$ cat src/rtl/bitcrush_sh.sv
// rtl/bitcrush_sh.sv - bit-depth and sample-rate reducer (crush and hold) for the codec sample path
module bitcrush_sh #(
    parameter int W         = 16,
    parameter int N_CH      = 4,
    parameter int MIN_BITS  = 1,
    parameter int RATE_BITS = 5,
    parameter int ROUND     = 0
) (
    input  logic                clk,
    input  logic                rst_n,
    input  logic                sample_clk,
    input  logic                bypass,
    input  logic [W-1:0]        cv_depth,
    input  logic [W-1:0]        cv_rate,
    input  logic [N_CH*W-1:0]   sample_in,
    output logic [N_CH*W-1:0]   sample_out,
    output logic                out_valid
);

    localparam logic signed [W:0] MAX_POS   = {2'b00, {(W-1){1'b1}}};
    localparam logic [W-1:0]      ONE_W     = 1;
    localparam logic [W:0]        ONE_W1    = 1;

    logic                 s1, s2, s3;
    logic                 strobe;
    logic [3:0]           idx;
    logic [31:0]          keep;
    logic [31:0]          shift;
    logic [W-1:0]         mask;
    logic [W:0]           half;
    logic [RATE_BITS-1:0] ridx;
    logic [RATE_BITS-1:0] cnt;
    logic [N_CH*W-1:0]    crushed;
    logic [W-1:0]         x;
    logic [W-1:0]         y;
    logic signed [W:0]    sum;
    logic                 unused_cv_lsbs;

    assign strobe = s2 & ~s3;
    assign unused_cv_lsbs = ^{cv_depth[W-6:0], cv_rate[W-2-RATE_BITS:0]};

    always_ff @(posedge clk or negedge rst_n) begin
        if (!rst_n) begin
            s1 <= 1'b0;
            s2 <= 1'b0;
            s3 <= 1'b0;
        end else begin
            s1 <= sample_clk;
            s2 <= s1;
            s3 <= s2;
        end
    end

    always_comb begin
        idx   = cv_depth[W-1] ? 4'd0 : cv_depth[W-2 -: 4];
        keep  = 32'(MIN_BITS) + 32'(idx);
        if (keep > 32'(W)) begin
            keep = 32'(W);
        end
        shift = 32'(W) - keep;
        mask  = ~((ONE_W << shift) - ONE_W);
        half  = (ONE_W1 << shift) >> 1;
        ridx  = cv_rate[W-1] ? '0 : cv_rate[W-2 -: RATE_BITS];
    end

    // Rounding adds half an LSB one bit wider so the positive overflow can be caught and clamped.
    always_comb begin
        crushed = '0;
        x       = '0;
        y       = '0;
        sum     = '0;
        for (int c = 0; c < N_CH; c++) begin
            x   = sample_in[c*W +: W];
            sum = $signed({x[W-1], x}) + $signed(half);
            if (ROUND != 0 && shift != 32'd0) begin
                if (sum > MAX_POS) begin
                    y = MAX_POS[W-1:0] & mask;
                end else begin
                    y = sum[W-1:0] & mask;
                end
            end else begin
                y = x & mask;
            end
            crushed[c*W +: W] = y;
        end
    end

    // Hold divisor is loaded only at capture, so CV moves mid-hold wait for the next capture.
    always_ff @(posedge clk or negedge rst_n) begin
        if (!rst_n) begin
            cnt        <= '0;
            sample_out <= '0;
            out_valid  <= 1'b0;
        end else begin
            out_valid <= 1'b0;
            if (strobe) begin
                if (bypass) begin
                    sample_out <= sample_in;
                    out_valid  <= 1'b1;
                    cnt        <= '0;
                end else if (cnt == '0) begin
                    sample_out <= crushed;
                    out_valid  <= 1'b1;
                    cnt        <= ridx;
                end else begin
                    cnt <= cnt - 1'b1;
                end
            end
        end
    end

endmodule

$ cat config.mk
export PLATFORM = sky130hd
export DESIGN_NAME = bitcrush_sh
export DESIGN_NICKNAME = d
export VERILOG_FILES = /design/src/rtl/bitcrush_sh.sv
export SDC_FILE = /design/constraint.sdc
export NUM_CORES = 1
export LEC_CHECK = 0
export CORE_UTILIZATION = 43
export CTS_BUF_LIST = sky130_fd_sc_hd__clkbuf_16
export DETAILED_ROUTE_END_ITERATION = 7
export GPL_TIMING_DRIVEN = 0
export PLACE_DENSITY = 0.87
export SLEW_MARGIN = 20
export SYNTH_ARGS = -nofsm -noshare
export SYNTH_HDL_FRONTEND = slang
export SYNTH_SLANG_ARGS = --single-unit
$ cat constraint.sdc
create_clock -name clk -period 3.6 [get_ports clk]
set_clock_uncertainty 0.2 [all_clocks]
set_input_delay 0.36 -clock clk [delete_from_list [all_inputs] [get_ports clk]]
set_output_delay 0.36 -clock clk [all_outputs]
set_load 0.005 [all_outputs]
# ---- Word-level counts from Yosys, hierarchy flattened
# Cells that the tools add are included.
dict set report word_totals {
  in_bits 100
  regBits 73
  word_cells 32
  output_inout_bits 65
}
dict set report classes {
  bitwise_logic 7
  mux 10
  n_shift 1
  reduce_logical 3
  addsub 4
  order_cmp 1
}
# cell n
set op_table {}
lappend op_table {{$mux 64} 2}
lappend op_table {{$and 16x16->16} 4}
lappend op_table {{$shl 1x32->16 const A} 1}
lappend op_table {{$sub 5x32->32 const A} 1}
lappend op_table {{$mux 5} 4}
lappend op_table {{$not 16->16} 1}
lappend op_table {{$sub 16x1->16 const B} 1}
lappend op_table {{$add 1x4->5 const A} 1}
lappend op_table {{$gt 5x5->1 const B} 1}
lappend op_table {{$logic_not 5->1} 1}
lappend op_table {{$sub 5x1->5 const B} 1}
lappend op_table {{$mux 4} 1}
lappend op_table {{$mux 1} 3}
lappend op_table {{$reduce_and 2->1} 1}
lappend op_table {{$reduce_bool 2->1} 1}
lappend op_table {{$and 1x1->1} 1}
lappend op_table {{$not 1->1} 1}

# ---- Depth between registers and ports, before layout
# Gate-level depths: netlist of the first run.
dict set report logic_depth {
  ltp_word 11
  mapped_depth 16
  ltp_nobuf 14
}

# ---- Worst setup path before layout of the first run
# No wires, ideal clock.
dict set report synth_path {
  path_kind {input-to-reg}
  startpoint {input cv_depth[15]}
  endpoint {register sample_out[22]}
  path_slack_ns 0.021
  required_time_ns 3.256
  cell_stages 16
  n_path_buf 2
  setup_ns 0.144
  arrival_ns 3.235
  path_cell_list {buf_2 -> inv_1 -> nand2_1 -> inv_1 -> ha_1 -> buf_2 -> nand3b_1 -> o32ai_4 -> a21oi_1 -> nand3_1 -> ha_1 -> o21ai_0 -> or3_1 -> o21a_1 -> a2111oi_2 -> a21oi_1}
}
dict set report synth_between {
  elab_chain_len 11
}
# element line
set synth_lines {}
lappend synth_lines {{start, declared} 13} ;# input logic [W-1:0] cv_depth,
lappend synth_lines {{$mux 4 (*)} 55} ;# idx = cv_depth[W-1] ? 4'd0 : cv_depth[W-2 -: 4];
lappend synth_lines {{$add 1x4->5 (*)} 56} ;# keep = 32'(MIN_BITS) + 32'(idx);
lappend synth_lines {{$gt 5x5->1} 57} ;# if (keep > 32'(W)) begin
lappend synth_lines {{$mux 5 (*)} 57}
lappend synth_lines {{$sub 5x32->32 (*)} 60} ;# shift = 32'(W) - keep;
lappend synth_lines {{$shl 1x32->16 (*)} 61} ;# mask = ~((ONE_W << shift) - ONE_W);
lappend synth_lines {{$sub 16x1->16 (*)} 61}
lappend synth_lines {{$not 16->16 (*)} 61}
lappend synth_lines {{$and 16x16->16 (*)} 82} ;# y = x & mask;
lappend synth_lines {{$mux 64 (*)} 101} ;# end else if (cnt == '0) begin
lappend synth_lines {{$mux 64 (*)} 97} ;# if (bypass) begin
lappend synth_lines {{end signal, assigned} 98} ;# sample_out <= sample_in;
lappend synth_lines {{end signal, assigned} 102} ;# sample_out <= crushed;
lappend synth_lines {{end, declared} 16} ;# output logic [N_CH*W-1:0] sample_out,
# Every way passes the cells marked *; elsewhere a longest branch is shown, timed or not. The select of a mux whose other input is x is not followed.
# A chain may end at the register's enable or synchronous reset.

# ---- Final worst setup path of the first run
# Same ends and word-level chain as after synthesis.

==> results of run 1 <==
## final cells by class
cell class	count	share of cell area
clock buffer	9	0.0392
timing repair buffer	147	0.258
tap	105	0.0229
inverter	10	0.00698
clock inverter	7	0.0205
sequential	73	0.318
multi-input combinational	307	0.318
buffer	21	0.0161
## sequential cells by signal, indices dropped and copies added, names as in the netlist
register and count:
cnt 5, out_valid 1, s1 1, s2 1
s3 1, sample_out 64
## final timing paths
check,depth (start not counted),slack (ps),endpoint,start
hold reg to reg,0,150,s2$_DFF_PN0_,s1$_DFF_PN0_
min in group asynchronous,2,230,sample_out[44]$_DFFE_PN0P_,rst_n
setup / recovery,18,150,sample_out[22]$_DFFE_PN0P_,cv_depth[15]
hold / removal,0,150,s2$_DFF_PN0_,s1$_DFF_PN0_
max in group asynchronous,3,2410,cnt[1]$_DFFE_PN0P_,rst_n
setup reg to reg,6,740,sample_out[35]$_DFFE_PN0P_,cnt[0]$_DFFE_PN0P_
## cell families (layout without fill, tap and decap cells)
group | count (synthesis) | after routing
adders and majority gates | 6 | 6
and+or+nand+nor | 163 | 163
xor gates and xnor gates | 2 | 2
AOI/OAI and AO/OA | 128 | 128
DFF | 73 | 73
muxes | 8 | 8
buffers and inverters | 31 | 194
## critical path, stage by stage
cell	delay, ps
dlygate4sd2_1	280
buf_4	190
inv_4	90
nand2_1	100
inv_1	100
ha_1	160
buf_6	140
nand3b_1	150
o32ai_4	280
a21oi_2	120
nand2_1	110
ha_2	190
o21ai_2	90
or3_4	440
nor4_2	310
a2111oi_4	80
buf_4	180
a21oi_1	150
## routing by layer
| layer | track usage | vias up | wire length (um) |
|---|---|---|---|
| li1 | - | 1769 | - |
| met1 | 0.329 | 1896 | 4760 |
| met3 | 0.0507 | 23 | 778 |
| met5 | 0 | - | 0 |
| met2 | 0.466 | 177 | 6070 |
| met4 | 0.0871 | 0 | 266 |
## timing repair
action	4_1_cts	5_1_grt
pin swaps	4	3
resized for setup	15	6
setup buffers	2	1
hold buffers	1	0
endpoints found under the hold margin	16	0
setup endpoints to repair	28	36
## where the power goes
group,switching (uW),internal (uW),total [uW]
logic,527,752,1280
clock network,352,678,1030
registers,165,1100,1270
total,1040,2530,3580
## placed cells by master, fill, tap and decap left out, drive strengths merged, types with 4 or more instances in the layout
cell type	netlist	layout
nand2	97	97
and3	4	4
nor2b	5	5
o21ai	27	27
ha	6	6
nor2	12	12
a32oi	4	4
inv	9	10
dfrtp	73	73
buf	4	9
clkdlybuf4s50	0	138
nand3	10	10
clkbuf	17	26
a22o	16	16
o21a	5	5
nand2b	4	4
mux2i	8	8
nor3	8	8
nor3b	4	4
a21oi	54	54
o31ai	4	4
clkinv	1	4
## stage by stage
stage               area (um^2)  std cells  setup TNS (ps)  worst slack (ps)  total power, uW
global route               5740        679          -0.862            -0.862             3770
CTS                        5710        678               0              21.2             3580
global placement           5270        658          -43300              -941             2470
finish                     5740        679               0               148             3580
detailed placement         5290        659          -19800             -1090             2520
floorplan                  3710        411               0              21.1             1740
==> reports/qor.txt, run 1 <==
crit start category: input port
vias per cell: 5.69
row cnt: 33
simple-gate share of the synthesized area: 0.203
CP max FO: 10
First-pass DRT Iterations: 5
Root Driver: clkbuf_16
TritonCTS clock tree: yes
Synth Area in Adders: 0.0202
die height: 94.9 um
Final Cycle Share: 0.959
Synth area leaders: dfrtp_1, nand2_1, a21oi_1, a22o_1, o21ai_0
largest family of logic cells by synthesized area: compound AO/OA/AOI/OAI gates
Cells after Synth: 411
FMAX: 0.290 GHz
CP Class: input port to flop
CTS sink count: 73
Post-synth EDFFs: 0
n_diodes: 0
XOR/XNOR Fraction of Synth Area: 0.00472
GPL Wtd Cong: 0.882
DR DRC count: 0
average cell area after synthesis: 9.03 um^2
Worst setup EP type: flop
DR iter-0 viols: 232
number of setup violations in the final report: 0
IO Port Bufs: 142
Fin. Hold Viols: 0
clock latency on the worst-skew pair: 330 ps
# IOs: 165
core footprint: 8300 um^2
worst hold path class: flop to flop
Arrival @ worst endpoint: 3510 ps
max-slew violations: 0
Slew @ Worst Pin: 799 ps
Synth area leader: dfrtp_1
layout cells sized above 1: 0.0836
Synth Area in Compound Gates: 0.226
post-synth top area share: 0.492
CTS Buf Count: 9
Data required, critical path: 3660 ps
status: finished, final reports clean
total grt overflow: 0
largest net degree at the start of global routing: 58
DP HPWL: 8400 um
Sequential Area: 1830 um^2
Nets: 675
Syn. warnings: 0
number of global-route vias before repair: 3680
number of max-cap violations: 0
dominant synthesized flop cell: dfrtp_1
sequential area share after synthesis: 0.492
post-synth cell types: 52
Initial Util: 0.447
synthesized cell area: 3710 um^2
area grow syn2layout: 54.6%
Seq cells post-synth: 73
CTS H-tree lvls: 3
die area: 9010 um^2
WL per Instance: 17.5 um
minimum clock period: 3450 ps
chip width: 94.9 um
post-synthesis mux area share: 0.0216
syn_nets: 517
gr usage total: 0.267
FFs w/ async S/R, synth: 1.00
vias: 3865
CTS clk-pin slew, worst paths: 70 ps
VDD IR max: 0.000330 V
Routed Antenna Nets: 0
clock buffer depth: 2
worst hold slack: 149 ps
pwr dens: 624 nW/um^2
Rel. slew slack: 0.463
total wire length: 11900 um
static leakage power: 0.00247 uW
initial antenna violation count: 0
first-pass GRT wire length: 18300 um
count leader, synth: nand2_1
area of the multi-input gates: 1820 um^2
fillers: 634
synth cell count leaders: nand2_1, dfrtp_1, a21oi_1, o21ai_0, clkbuf_1
Final Util: 0.692
Note: power is estimated with default switching activity, not from simulation.
==> run 2: changes to the inputs <==
--- a/config.mk
+++ b/config.mk
@@ -10,7 +10,7 @@
 export DETAILED_ROUTE_END_ITERATION = 7
 export GPL_TIMING_DRIVEN = 0
 export PLACE_DENSITY = 0.87
-export SLEW_MARGIN = 20
+export SLEW_MARGIN = 10
 export SYNTH_ARGS = -nofsm -noshare
 export SYNTH_HDL_FRONTEND = slang
 export SYNTH_SLANG_ARGS = --single-unit
==> constraint.sdc (replaced) <==
create_clock -name clk -period 4 [get_ports clk]
set_clock_uncertainty 0.2 [all_clocks]
set_input_delay 0.4 -clock clk [delete_from_list [all_inputs] [get_ports clk]]
set_output_delay 0.4 -clock clk [all_outputs]
set_load 0.005 [all_outputs]
==> run 2 against run 1 <==
Combinational power decreased by 10%. Critical path depth unchanged. Largest power group is now registers. First-iteration DRC count decreased by 16%. Design area down 0.61%. Worst setup slack improved by 38 ps. Clock power down 10%. Critical endpoint unchanged. Final cell count fell by 0.15%.
==> reports/qor.txt, run 2 (synthesized netlist as in run 1, its figures left out) <==
layout cells sized above 1: 0.0750 (-0.00858)
crit-path cells: clkdlybuf4s50_1 -> buf_4 -> inv_4 -> nand2_1 -> inv_1 -> ha_1 -> buf_6 -> nand3b_1 -> o32ai_4 -> a21oi_2 -> nand3_1 -> ha_1 -> o21ai_2 -> or3_4 -> o21a_1 -> a2111oi_4 -> buf_4 -> a21oi_1
most frequent cells in the layout: clkdlybuf4s50_1, nand2_1, dfrtp_1
DR iter-0 viols: 196 (-16%)
CTS sink count: 73 (unchanged)
VDD IR max: 0.000298 V (-9.8%)
Root Driver: clkbuf_16
Fin. Hold Viols: 0 (unchanged)
initial antenna violation count: 0 (unchanged)
die height: 94.9 um (unchanged)
TritonCTS clock tree: yes
clock latency on the worst-skew pair: 330 ps (about the same)
IO Port Bufs: 142 (unchanged)
Crit path max-delay family: buffers and inverters
DR DRC count: 0 (unchanged)
crit start category: input port
pwr dens: 564 nW/um^2 (-9.5%)
Slowest Stage Delay on Critical Path: 450 ps (about the same)
Biggest register: sample_out
Nets: 674 (-0.15%)
R2R setup slack: 1150 ps (+410 ps)
die area: 9010 um^2 (unchanged)
number of max-cap violations: 0 (unchanged)
max reg flops: 64 (unchanged)
WL per Instance: 17.4 um (-0.54%)
CP Class: input port to flop
Slew @ Worst Pin: 790 ps (-9.33 ps)
gr usage total: 0.265 (-0.00120)
setup TNS: 0 ps (unchanged)
number of global-route vias before repair: 3644 (-0.98%)
max-slew violations: 0 (unchanged)
first-pass GRT wire length: 18200 um (-0.60%)
total grt overflow: 0 (unchanged)
CTS H-tree lvls: 3 (unchanged)
Data required, critical path: 4020 ps (+360 ps)
CTS clk-pin slew, worst paths: 60 ps (about the same)
Worst Path Buf+Inv: 6 (unchanged)
First-pass DRT Iterations: 5 (unchanged)
vias per cell: 5.70 (+0.15%)
n_diodes: 0 (unchanged)
Regs by FF count: sample_out (64), cnt (5)
static leakage power: 0.00245 uW (-0.99%)
fillers: 638 (+0.63%)
CP max FO: 10 (unchanged)
Arrival @ worst endpoint: 3830 ps (+320 ps)
core footprint: 8300 um^2 (unchanged)
minimum clock period: 3810 ps
most common cell after layout, fill and taps aside: clkdlybuf4s50_1
fin cells: 678 (-0.15%)
clock buffer depth: 2 (unchanged)
GPL Wtd Cong: 0.882 (unchanged)
number of setup violations in the final report: 0 (unchanged)
total wire length: 11800 um (-0.69%)
status: finished, final reports clean
DP HPWL: 8400 um (unchanged)
largest net degree at the start of global routing: 58 (unchanged)
worst hold path class: flop to flop
Worst setup EP type: flop
vias: 3865 (unchanged)
slowest CP cell: clkdlybuf4s50_1
CTS Buf Count: 9 (unchanged)
FMAX: 0.262 GHz
Initial Util: 0.447 (unchanged)
row cnt: 33 (unchanged)
chip width: 94.9 um (unchanged)
Rel. slew slack: 0.470 (+0.00627)
area grow syn2layout: 53.7%
placed cell count: 659 (unchanged)
Routed Antenna Nets: 0 (unchanged)
# IOs: 165 (unchanged)
Final Cycle Share: 0.954
-- run 2: worst reg2reg max path, cell delays in order, from the launching register on --
cell and delay (ps):
dfrtp_1 410, inv_1 70, ha_1 210, nor4b_1 560
o21ai_1 260, clkinv_1 240, clkbuf_1 450, nand2_1 150
a21oi_1 210
-- run 2: cell type report --
cell class                      instances  area (um^2)  share of cell area
Sequential cell                        73         1830               0.320
Multi-Input combinational cell        307         1800               0.315
Timing Repair Buffer                  146         1470               0.258
Clock buffer                            9          225              0.0395
Tap cell                              105          131              0.0230
Clock inverter                          7          118              0.0206
Buffer                                 21         92.6              0.0162
Inverter                               10         40.0             0.00702
-- run 2: routing by layer --
metal | wire [um] | part of all wire | GRT usage | vias to the layer above
li1 | - | - | - | 1768
met1 | 4740 | 0.40 | 0.330 | 1891
met2 | 6020 | 0.51 | 0.463 | 186
met3 | 818 | 0.069 | 0.0523 | 20
met4 | 226 | 0.019 | 0.0795 | 0
met5 | 0 | 0 | 0 | -
-- run 2: repair_timing --
item,in CTS,in global routing
resized for setup,5,9
hold buffers,1,0
endpoints found under the hold margin,16,0
pin swaps,1,3
setup endpoints to repair,8,27
buffers inserted,1,1
-- run 2: report_power, final --
group          leakage [uW]  internal (uW)  switching [uW]
clock              0.000170            610             315
sequential         0.000925            995             151
combinational       0.00135            675             473
total               0.00245           2280             939
-- run 2: final timing paths --
| path | from | cells after the start | endpoint |
|---|---|---|---|
| max in group asynchronous | rst_n | 3 | cnt[1]$_DFFE_PN0P_ |
| max reg2reg | cnt[0]$_DFFE_PN0P_ | 8 | sample_out[21]$_DFFE_PN0P_ |
| max | cv_depth[15] | 18 | sample_out[22]$_DFFE_PN0P_ |
| min | s1$_DFF_PN0_ | 0 | s2$_DFF_PN0_ |
| min reg2reg | s1$_DFF_PN0_ | 0 | s2$_DFF_PN0_ |
| min in group asynchronous | rst_n | 2 | sample_out[44]$_DFFE_PN0P_ |
-- run 2: per-stage QoR --
step / utilization / hold slack [ps] / setup slack [ps] / total power (uW) / area [um^2]
finish: 0.687 / 149 / 186 / 3220 / 5700
global route: 0.687 / 156 / -10.5 / 3390 / 5700
CTS: 0.684 / 154 / 46.4 / 3220 / 5680
detailed placement: 0.637 / 88.8 / -728 / 2270 / 5290
global placement: 0.634 / 139 / -581 / 2220 / 5270
floorplan: - / -95.6 / 381 / 1570 / 3710
